[src/rtl/fb_ram_arbiter.sv]
// Frame-buffer RAM arbiter: VGA pixel fetch (fixed latency, absolute priority) plus a
// single-entry buffered pixel writer. Optional colour-bar test pattern under FB_TESTPAT_EN.
module fb_ram_arbiter #(
    parameter int unsigned H_ACT  = 320,
    parameter int unsigned V_ACT  = 240,
    parameter int unsigned ADDR_W = 17,
    parameter int unsigned RD_LAT = 1
) (
    input  logic              clock,
    input  logic              reset,
`ifdef FB_TESTPAT_EN
    input  logic              test_mode,
`endif
    input  logic              rd_req,
    input  logic [10:0]       cur_x,
    input  logic [10:0]       cur_y,
    output logic [7:0]        pix_r,
    output logic [7:0]        pix_g,
    output logic [7:0]        pix_b,
    output logic              pix_valid,
    input  logic              wr_valid,
    output logic              wr_ready,
    input  logic [ADDR_W-1:0] wr_addr,
    input  logic [23:0]       wr_data,
    output logic [ADDR_W-1:0] ram_addr,
    output logic [23:0]       ram_wdata,
    output logic              ram_wren,
    input  logic [23:0]       ram_rdata,
    output logic              wr_oob,
    output logic [15:0]       wr_stall_cnt
);

    localparam int unsigned NPIX  = H_ACT * V_ACT;
    localparam int unsigned DEPTH = RD_LAT + 1;

    typedef enum logic [1:0] {
        OP_IDLE,
        OP_READ,
        OP_WRITE
    } op_e;

    op_e               op_sel;
    logic              in_win;
    logic              rd_hit;
    logic [ADDR_W-1:0] rd_addr;
    logic              hold_full;
    logic [ADDR_W-1:0] hold_addr;
    logic [23:0]       hold_data;
    logic              issue_now;
    logic              wr_accept;
    logic              wr_in_range;
    logic [DEPTH-1:0]  tag_valid;
    logic [DEPTH-1:0]  tag_win;
    logic [23:0]       pix_next;

    assign in_win  = (32'(cur_x) < H_ACT) && (32'(cur_y) < V_ACT);
    assign rd_hit  = rd_req & in_win;
    // Modular arithmetic: computing in ADDR_W bits equals full-width then truncation.
    assign rd_addr = ADDR_W'(cur_y) * ADDR_W'(H_ACT) + ADDR_W'(cur_x);

    // One RAM op per clock; an in-window fetch always wins the slot.
    always_comb begin
        op_sel = OP_IDLE;
        if (rd_hit) begin
            op_sel = OP_READ;
        end else if (hold_full) begin
            op_sel = OP_WRITE;
        end
    end

    assign issue_now   = (op_sel == OP_WRITE);
    assign wr_ready    = ~reset & (~hold_full | issue_now);
    assign wr_accept   = wr_valid & wr_ready;
    assign wr_in_range = (32'(wr_addr) < NPIX);

    always_ff @(posedge clock) begin
        if (reset) begin
            ram_addr     <= '0;
            ram_wdata    <= '0;
            ram_wren     <= 1'b0;
            hold_full    <= 1'b0;
            hold_addr    <= '0;
            hold_data    <= '0;
            wr_oob       <= 1'b0;
            wr_stall_cnt <= '0;
        end else begin
            ram_wren <= 1'b0;
            case (op_sel)
                OP_READ: begin
                    ram_addr <= rd_addr;
                end
                OP_WRITE: begin
                    ram_addr  <= hold_addr;
                    ram_wdata <= hold_data;
                    ram_wren  <= 1'b1;
                end
                default: begin
                end
            endcase

            // Issue and refill can happen on the same edge; the refill wins.
            if (issue_now) begin
                hold_full <= 1'b0;
            end
            if (wr_accept && wr_in_range) begin
                hold_full <= 1'b1;
                hold_addr <= wr_addr;
                hold_data <= wr_data;
            end
            if (wr_accept && !wr_in_range) begin
                wr_oob <= 1'b1;
            end

            if (hold_full && rd_hit && (wr_stall_cnt != 16'hFFFF)) begin
                wr_stall_cnt <= wr_stall_cnt + 16'd1;
            end
        end
    end

`ifdef FB_TESTPAT_EN
    logic [DEPTH-1:0] tag_tp;
    logic [23:0]      tag_col [DEPTH];
    logic [2:0]       bar_idx;

    function automatic logic [23:0] bar_colour(input logic [2:0] idx);
        case (idx)
            3'd0:    bar_colour = 24'hFFFFFF;
            3'd1:    bar_colour = 24'hFFFF00;
            3'd2:    bar_colour = 24'h00FFFF;
            3'd3:    bar_colour = 24'h00FF00;
            3'd4:    bar_colour = 24'hFF00FF;
            3'd5:    bar_colour = 24'hFF0000;
            3'd6:    bar_colour = 24'h0000FF;
            default: bar_colour = 24'h000000;
        endcase
    endfunction

    assign bar_idx = 3'({cur_x, 3'b000} / 14'(H_ACT));

    // Bar colour rides alongside the fetch tag so pattern latency matches RAM latency.
    always_ff @(posedge clock) begin
        tag_tp[0]  <= test_mode;
        tag_col[0] <= bar_colour(bar_idx);
        for (int i = 1; i < int'(DEPTH); i++) begin
            tag_tp[i]  <= tag_tp[i-1];
            tag_col[i] <= tag_col[i-1];
        end
    end
`endif

    always_ff @(posedge clock) begin
        if (reset) begin
            tag_valid <= '0;
            tag_win   <= '0;
        end else begin
            tag_valid[0] <= rd_req;
            tag_win[0]   <= in_win;
            for (int i = 1; i < int'(DEPTH); i++) begin
                tag_valid[i] <= tag_valid[i-1];
                tag_win[i]   <= tag_win[i-1];
            end
        end
    end

    always_comb begin
        pix_next = 24'h000000;
        if (tag_win[RD_LAT]) begin
`ifdef FB_TESTPAT_EN
            pix_next = tag_tp[RD_LAT] ? tag_col[RD_LAT] : ram_rdata;
`else
            pix_next = ram_rdata;
`endif
        end
    end

    always_ff @(posedge clock) begin
        if (reset) begin
            pix_r     <= 8'h00;
            pix_g     <= 8'h00;
            pix_b     <= 8'h00;
            pix_valid <= 1'b0;
        end else begin
            pix_valid <= tag_valid[RD_LAT];
            if (tag_valid[RD_LAT]) begin
                pix_r <= pix_next[23:16];
                pix_g <= pix_next[15:8];
                pix_b <= pix_next[7:0];
            end
        end
    end

endmodule

[config.mk]
export PLATFORM = sky130hd
export DESIGN_NAME = fb_ram_arbiter
export DESIGN_NICKNAME = d
export VERILOG_FILES = /design/src/rtl/fb_ram_arbiter.sv
export SDC_FILE = /design/constraint.sdc
export NUM_CORES = 1
export LEC_CHECK = 0
export BUFFER_PORTS_ARGS = -buffer_cell sky130_fd_sc_hd__buf_2
export CAP_MARGIN = 10
export CORE_MARGIN = 1
export CORE_UTILIZATION = 30
export DETAILED_ROUTE_END_ITERATION = 7
export SYNTH_ARGS = -nofsm -noshare
export SYNTH_HDL_FRONTEND = slang
export SYNTH_SLANG_ARGS = --single-unit
[constraint.sdc]
create_clock -name clock -period 4.2 [get_ports clock]
set_input_delay 1.05 -clock clock [delete_from_list [all_inputs] [get_ports clock]]
set_output_delay 1.05 -clock clock [all_outputs]
set_load 0.005 [all_outputs]
==> impl_metrics.toml, run 1 <==
[setup_path]
setup.worst_path.end_class = "flip-flop"
reg2reg_to = "pix_r[7]$_SDFFE_PP0P_"
path_max_fanout = 5
reg2reg_depth = 3
startpoint_type = "input pin"
worstReg2RegStart = "tag_valid[1]$_SDFF_PP0_"
r2r_slack_ps = 2080
worstPathRequired_ps = 4500
critPathLaunch = "cur_y[1]"
arrival_ps = 3720
worstSetupPathType = "in -> reg"

[hold_path]
holdPathEnd = "tag_win[1]$_SDFF_PP0_"
worstHoldStart = "tag_win[0]$_SDFF_PP0_"
holdCritPathClass = "reg -> reg"
hold_depth = 1

[floorplanning]
coreArea_um2 = 18600
die_h_um = 140
ios = 176
dieWidth_um = 140
row_count = 50
start_util_pct = 30.5
die-area_um2 = 19500

[synthesis]
yosysTopAreaCellShare_pct = 45.7
syn_nets = 744
synth_seq_area_share_pct = 45.7
synthFlopType = "dfxtp_1"
synth-seq-cells = 130
syn_area_um2 = 5690
ys_types = 54
avgSynthCellArea_um2 = 9.03
synth_warnings = 0
netlist_top_cells_area = "dfxtp_1 (46%), mux2i_1 (9.3%), nor2_1 (6.9%)"
async_reset_ff_share_pct = 0
synth_edf_count = 0
yosysTopAreaCell = "dfxtp_1"
syn_inst = 630

[run_status]
status = "finished clean"

[route]
dr.pass1.iters = 5
num_vias = 4785
drc = 0
wl_per_cell_um = 13.5
vias_per_cell = 4.59
ant_nets = 0
dr.first_iter.drc_count = 144
m1WireLength_um = 6670
highest_layer = "met5"
dr_wl_met3_um = 1020
wl_met2_um = 6220
finalWirelength_um = 14100

[clock_tree]
clk_pin_slew_worst_paths_ps = 60
clockBufferDepth = 2
holdBufCountCts = 0
cts_tree = "yes"
cts_max_level = 4
ctsRootBufferMaster = "clkbuf_16"
post_cts_resized = 0
cts_buffers = 17
clk_latency_ps = 410
clkSinkCount = 130
post_cts_buffers = 0

[global_route]
grt_max_degree = 91
antenna_found_initial = 2
grt_pass1_vias = 4418
grt.total_usage_pct = 14.5
overflow = 0
grt_pass1_wl_um = 22400

[place]
gp_congestion = 0.811
hpwl_um = 9790
place_area_um2 = 6760
pre_cts_ws_ps = 360
dp.cells = 1009
port-buffer-count = 175

[power]
power.density_nw_per_um2 = 408
leakagePower_uw = 0.00315
irDropWorstVdd_mv = 0.191

[sta]
setup_viol = 0
fin_crit_sh_pct = 81.3
finalCriticalPeriod_ps = 3410
clock_skew_ps = 10.4
worstMarginPinSlew_ps = 974
hold_viol_final = 0
setup_ws_ps = 786
maxSlewHeadroom_pct = 35.1
tns_ps = 0
slew_violations = 0
rsz0062_at_grt = "no"
fmax_mhz = 293

[layout]
fin_nets = 908
utilization_pct = 39.4
area_growth_pct = 28.9
drive_gt1_share_pct = 27.9
finalInstanceArea_um2 = 7340
stdcell_count = 1042

[run]
cap_violations = 0
## flip-flops by register name (all words and copies together) (netlist names), 2 cells and up
signal and flops:
hold_data 24, tag_valid 2, pix_b 8, pix_g 8, ram_addr 17, hold_addr 17
tag_win 2, ram_wdata 24, wr_stall_cnt 16, pix_r 8
## where the power goes
group / switching [µW] / internal (µW)
clock: 561 / 865
sequential: 13.9 / 1260
combinational: 164 / 137
## routing by layer
layer / vias to the layer above / track usage [%]
met5: - / 0
met3: 12 / 6.13
met4: 2 / 4.28
met2: 132 / 22.7
met1: 2143 / 18.0
li1: 2496 / -
## worst max-delay path, cell delays in order
cell       delay (ps)
buf_2             120
ha_1              290
ha_1              240
fa_1              430
a211oi_2          370
nor4_1            110
a2111oi_2         370
and4bb_1          250
xnor3_1           330
o21a_1            170
## layout make-up
| class | count | area (µm²) |
|---|---|---|
| Tap cell | 234 | 293 |
| Fill cell | 1898 | 11300 |
| Timing Repair Buffer | 181 | 923 |
| Clock buffer | 21 | 470 |
| Multi-Input combinational cell | 454 | 2910 |
| Antenna cell | 1 | 2.50 |
| Sequential cell | 130 | 2600 |
| Inverter | 10 | 37.5 |
| Clock inverter | 11 | 103 |
## cells in the final DEF (no fill, tap or decap), types with 3 or more instances in the layout
cell type	n
dfxtp_1	130
o21ai_0	14
a211oi_1	17
clkinv_2	3
clkbuf_8	3
nand2_1	56
nor3b_1	3
mux2i_1	53
nand2b_1	3
clkinvlp_4	3
nor2b_1	33
buf_4	7
nand4_1	5
and2_1	5
inv_6	3
xor2_1	3
nor3_1	5
nand3_1	8
nor2_1	104
xnor2_1	15
a31oi_1	3
a21oi_1	62
or3_1	4
nor4_1	4
buf_2	174
clkbuf_16	17
ha_1	21
inv_1	9
## synth_stat cells, types with 3 or more instances
cell type	number
buf_2	8
o21ai_0	14
nor4_1	4
xnor2_1	15
nor3_1	5
xor2_1	3
nor2b_1	33
and2_1	5
nand4_1	5
nand2b_1	3
dfxtp_1	130
inv_1	9
or3_1	4
a31oi_1	3
buf_4	4
nand2_1	56
mux2i_1	53
a21oi_1	62
a211oi_1	17
clkbuf_1	24
ha_1	21
nand3_1	8
nor3b_1	3
nor2_1	104
## worst max-delay path by stage
stage | endpoint | cells after the start
after floorplan | ram_addr[16]$_SDFFE_PP0P_ | 9
after global placement | ram_addr[16]$_SDFFE_PP0P_ | 10
after detailed placement | ram_addr[16]$_SDFFE_PP0P_ | 10
after CTS | ram_addr[16]$_SDFFE_PP0P_ | 10
after global routing | wr_ready | 6
final | ram_addr[16]$_SDFFE_PP0P_ | 10
## cells by family (layout without fill, tap and decap cells)
logic type / count (synthesis) / after routing / share of synthesized area, %
buffers and inverters: 46 / 223 / 3.47
multiplexers: 54 / 54 / 9.52
adder cells (fa/ha/maj): 23 / 23 / 5.32
XOR/XNOR: 19 / 19 / 3.17
flip-flops: 130 / 130 / 45.7
AND/OR/NAND/NOR: 242 / 242 / 20.0
AO/OA/AOI/OAI: 116 / 116 / 12.8
other: 0 / 1 / 0
## per-stage QoR
step                      hold slack, ps  total power (µW)
final                                433              3000
after global routing                 457              3140
after CTS                            436              3040
after detailed placement             423              1600
after global placement               425              1600
after floorplan                      414              1500
Note: power is estimated with default switching activity, not from simulation.
==> inputs of run 2 (changes only) <==
- clock period: 4.2 -> 3.4 ns (I/O delays scaled with it)
==> impl_metrics.toml, run 2 (synthesis results as in run 1) <==
[setup_path]
r2r_slack_ps = 1430
slowest_stage = "fa_1"
cp_num_buf_inv = 1
critPathTopFamily = "adder cells"
cp_common_cell = "ha_1"
path_max_fanout = 3
startpoint_type = "input pin"
cpPeakStageDelay_ps = 430
arrival_ps = 3390
critPathLaunch = "cur_y[1]"
worstSetupPathType = "in -> reg"
crit_chain = "buf_2 -> ha_1 -> ha_1 -> fa_1 -> a211oi_2 -> nor4_1 -> a2111oi_2 -> and4bb_1 -> xnor3_1 -> o21a_1"
worstPathRequired_ps = 3710
reg2reg_depth = 6
reg2reg_to = "wr_stall_cnt[3]$_SDFFE_PP0P_"
worstReg2RegStart = "wr_stall_cnt[7]$_SDFFE_PP0P_"
setup.worst_path.end_class = "flip-flop"

[layout]
final_cell_mix = "buf_2 (174), dfxtp_1 (130), nor2_1 (104)"
finalInstanceArea_um2 = 7450
fin_nets = 921
area_growth_pct = 30.9
final_common_cell = "buf_2"
stdcell_count = 1054
drive_gt1_share_pct = 29.1
utilization_pct = 40.0
reg.largest.list = "hold_data: 24 flops, ram_wdata: 24 flops"

[clock_tree]
clkSinkCount = 130
cts_tree = "yes"
clockBufferDepth = 2
cts_max_level = 4
cts_buffers = 17
post_cts_resized = 0
clk_pin_slew_worst_paths_ps = 60
holdBufCountCts = 0
ctsRootBufferMaster = "clkbuf_16"
post_cts_buffers = 0
clk_latency_ps = 410

[global_route]
grt_pass1_wl_um = 22500
grt_pass1_vias = 4364
overflow = 0
grt.total_usage_pct = 14.6
antenna_found_initial = 2
grt_max_degree = 54

[hold_path]
worstHoldStart = "tag_valid[0]$_SDFF_PP0_"
holdPathEnd = "tag_valid[1]$_SDFF_PP0_"
hold_depth = 1
holdCritPathClass = "reg -> reg"

[sta]
slew_violations = 0
maxSlewHeadroom_pct = 35.6
rsz0062_at_grt = "no"
setup_viol = 0
worstMarginPinSlew_ps = 967
fmax_mhz = 324
finalCriticalPeriod_ps = 3090
tns_ps = 0
clock_skew_ps = 5.68
hold_viol_final = 0
setup_ws_ps = 314
fin_crit_sh_pct = 90.8

[place]
port-buffer-count = 175
dp.cells = 1022
place_area_um2 = 6870
hpwl_um = 9900
gp_congestion = 0.827
pre_cts_ws_ps = -133

[power]
swShare_pct = 24.3
irDropWorstVdd_mv = 0.251
p_clk_share_pct = 47.3
comb_power_share_pct = 11.0
p_int_uw = 2840
leakagePower_uw = 0.00322
power_switching_uw = 911
seqPwrFrac_pct = 41.7
power.density_nw_per_um2 = 504

[route]
num_vias = 4856
finalWirelength_um = 14200
dr.pass1.iters = 4
m1WireLength_um = 6690
highest_layer = "met5"
dr.first_iter.drc_count = 198
ant_nets = 0
dr_wl_met3_um = 991
drc = 0
vias_per_cell = 4.61
wl_met2_um = 6280
wl_per_cell_um = 13.4

[floorplanning]
row_count = 50
coreArea_um2 = 18600
die_h_um = 140
die-area_um2 = 19500
start_util_pct = 30.5
dieWidth_um = 140
ios = 176

[run_status]
status = "finished clean"

[run]
cap_violations = 0
run 2: cell count changes in the layout (fill, tap and decap cells not counted):
cell,previous run,this run
clkbuf_1,1,0
inv_6,3,2
clkinv_4,1,2
buf_4,7,19
clkinv_2,3,5
clkbuf_8,3,1
bufinv_16,1,2
buf_12,0,1
clkinvlp_4,3,2
run 2: how the worst max path moves through the flow:
stage	to	slack [ps]	cells after the start
final	ram_addr[16]$_SDFFE_PP0P_	310	10
after global routing	ram_addr[16]$_SDFFE_PP0P_	210	11
after CTS	ram_addr[16]$_SDFFE_PP0P_	310	10
after detailed placement	ram_addr[16]$_SDFFE_PP0P_	-130	10
after global placement	ram_addr[16]$_SDFFE_PP0P_	-40	10
after floorplan	ram_addr[16]$_SDFFE_PP0P_	60	9
run 2: area by class of cell:
class,instances,area (µm²)
sequential,130,2600
fill,1894,11200
antenna,1,2.50
multi-input combinational,454,2910
clock inverter,13,135
inverter,10,37.5
clock buffer,18,439
timing repair buffer,194,1030
tap,234,293
run 2: worst reg2reg max path, delay by kind of cell (launching register included):
family	cells	cell delay, ps
simple gates	5	1290
flops	1	400
xor+xnor	1	160
run 2: metal layers:
metal | vias to the layer above | track usage [%]
li1 | 2532 | -
met3 | 17 | 5.71
met1 | 2168 | 18.3
met5 | - | 0
met4 | 2 | 5.26
met2 | 137 | 22.6
run 2: through the flow:
stage	total power [µW]	hold WS, ps
after global routing	3930	460
after detailed placement	2010	425
after floorplan	1850	414
final	3750	433
after global placement	2010	419
after CTS	3820	439
run 2: power groups by stage:
stage,logic (µW),clock network (µW),registers (µW)
floorplan,258,0,1600
global placement,411,0,1600
detailed placement,415,0,1600
CTS,417,1840,1560
global route,460,1900,1570
finish,412,1780,1560
==> inputs of run 3 (changes only) <==
- CORE_UTILIZATION: 30 -> 51
- PLACE_DENSITY: default -> 0.8
- clock period: 3.4 -> 2.9 ns (I/O delays scaled with it)
==> impl_metrics.toml, run 3 (synthesis results as in run 1) <==
[route]
vias_per_cell = 5.23
num_vias = 5050
dr.pass1.iters = 4
drc = 0
ant_nets = 0
finalWirelength_um = 13400
dr.first_iter.drc_count = 250
wl_per_cell_um = 13.9

[clock_tree]
clk_latency_ps = 500
cts_buffers = 17
holdBufCountCts = 0
cts_max_level = 4
clk_pin_slew_worst_paths_ps = 60
post_cts_buffers = 0
clockBufferDepth = 2
clkSinkCount = 130
cts_tree = "yes"
post_cts_resized = 0
ctsRootBufferMaster = "clkbuf_8"

[setup_path]
r2r_slack_ps = 840
reg2reg_to = "ram_wdata[11]$_SDFFE_PP0P_"
worstReg2RegStart = "hold_full$_SDFFE_PP0P_"
arrival_ps = 2040
worstSetupPathType = "in -> out"
worstPathRequired_ps = 2170
startpoint_type = "input pin"
crit_chain = "buf_2 -> nor4_1 -> and4b_1 -> and2_1 -> a21oi_1 -> buf_2"
cpPeakStageDelay_ps = 450
reg2reg_depth = 4
slowest_stage = "and4b_1"
path_max_fanout = 6
setup.worst_path.end_class = "primary output"
cp_common_cell = "buf_2"

[power]
seqPwrFrac_pct = 40.2
p_clk_share_pct = 48.8
swShare_pct = 22.7
p_int_uw = 3530
power.density_nw_per_um2 = 611
comb_power_share_pct = 11.0
power_switching_uw = 1040
leakagePower_uw = 0.00328
irDropWorstVdd_mv = 0.336

[place]
port-buffer-count = 175
dp.cells = 934
gp_congestion = 0.874
hpwl_um = 9830
place_area_um2 = 6840

[layout]
fin_nets = 927
diodes = 0
regArea_um2 = 2600
multi_input_area_um2 = 2950
final_cell_mix = "buf_2 (174), dfxtp_1 (130), nor2_1 (104)"
area_growth_pct = 31.4
n_fill_cell = 838
utilization_pct = 69.0
stdcell_count = 966
final_common_cell = "buf_2"
reg.largest.list = "hold_data: 24 flops, ram_wdata: 24 flops"
drive_gt1_share_pct = 30.3
finalInstanceArea_um2 = 7480

[global_route]
grt_max_degree = 45
grt.total_usage_pct = 23.6
antenna_found_initial = 0
grt_pass1_wl_um = 21400
grt_pass1_vias = 4689
overflow = 0

[sta]
fin_crit_sh_pct = 95.3
clock_skew_ps = 8.93
finalCriticalPeriod_ps = 2760
worstMarginPinSlew_ps = 928
setup_viol = 0
maxSlewHeadroom_pct = 38.1
fmax_mhz = 362
hold_viol_final = 0
rsz0062_at_grt = "no"
tns_ps = 0
slew_violations = 0

[floorplanning]
row_count = 38
ios = 176
dieWidth_um = 108
coreArea_um2 = 10800
start_util_pct = 52.5
die_h_um = 108
die-area_um2 = 11600

[run_status]
status = "finished clean"

[run]
cap_violations = 0

[hold_path]
hold_depth = 1
worstHoldStart = "tag_valid[0]$_SDFF_PP0_"
holdCritPathClass = "reg -> reg"
holdPathEnd = "tag_valid[1]$_SDFF_PP0_"
run 3: area by class of cell:
| type | count | share of cell area (%) |
|---|---|---|
| well taps | 140 | 2.34 |
| clock inverters | 12 | 2.38 |
| inverters | 10 | 0.502 |
| flip-flops and latches | 130 | 34.8 |
| multi-input cells | 454 | 39.4 |
| repair buffers | 200 | 14.4 |
| clock buffers | 20 | 6.09 |
run 3: worst max path at each step:
| stage | startpoint | end | slack [ps] | cells past startpoint |
|---|---|---|---|---|
| 3_5_place_dp | cur_y[1] | ram_addr[16]$_SDFFE_PP0P_ | -240 | 11 |
| 5_1_grt | cur_x[9] | wr_ready | 100 | 6 |
| 3_3_place_gp | cur_y[1] | ram_addr[16]$_SDFFE_PP0P_ | -180 | 11 |
| 2_1_floorplan | cur_y[1] | ram_addr[16]$_SDFFE_PP0P_ | -30 | 9 |
| 4_1_cts | cur_x[9] | wr_ready | 160 | 6 |
| 6_report | cur_x[9] | wr_ready | 140 | 6 |
run 3: per-layer routing:
layer | vias to the layer above | wire (µm) | part of all wire, % | GRT usage (%)
li1 | 2536 | - | - | -
met1 | 2332 | 5610 | 42 | 26.6
met2 | 166 | 6710 | 50 | 41.8
met3 | 16 | 865 | 6.5 | 7.32
met4 | 0 | 218 | 1.6 | 7.93
met5 | - | 0 | 0 | 0
run 3: power groups by stage:
stage                     sequential [µW]  clock [µW]  combinational [µW]
final                                1840        2230                 503
after global placement               1870           0                 486
after floorplan                      1870           0                 314
after CTS                            1840        2270                 504
after global routing                 1840        2360                 560
after detailed placement             1870           0                 500
run 3: critical path: cells and delay by family:
kind | cells | cell delay, ps
AND/OR/NAND/NOR | 3 | 960
buffers and inverters | 2 | 280
AO/OA/AOI/OAI | 1 | 70
run 3: per-stage QoR:
step / power, µW / hold WS [ps] / setup slack [ps]
after global routing: 4750 / 433 / 105
after detailed placement: 2370 / 424 / -236
after floorplan: 2180 / 414 / -34.4
after CTS: 4610 / 427 / 157
after global placement: 2360 / 418 / -177
final: 4570 / 436 / 135
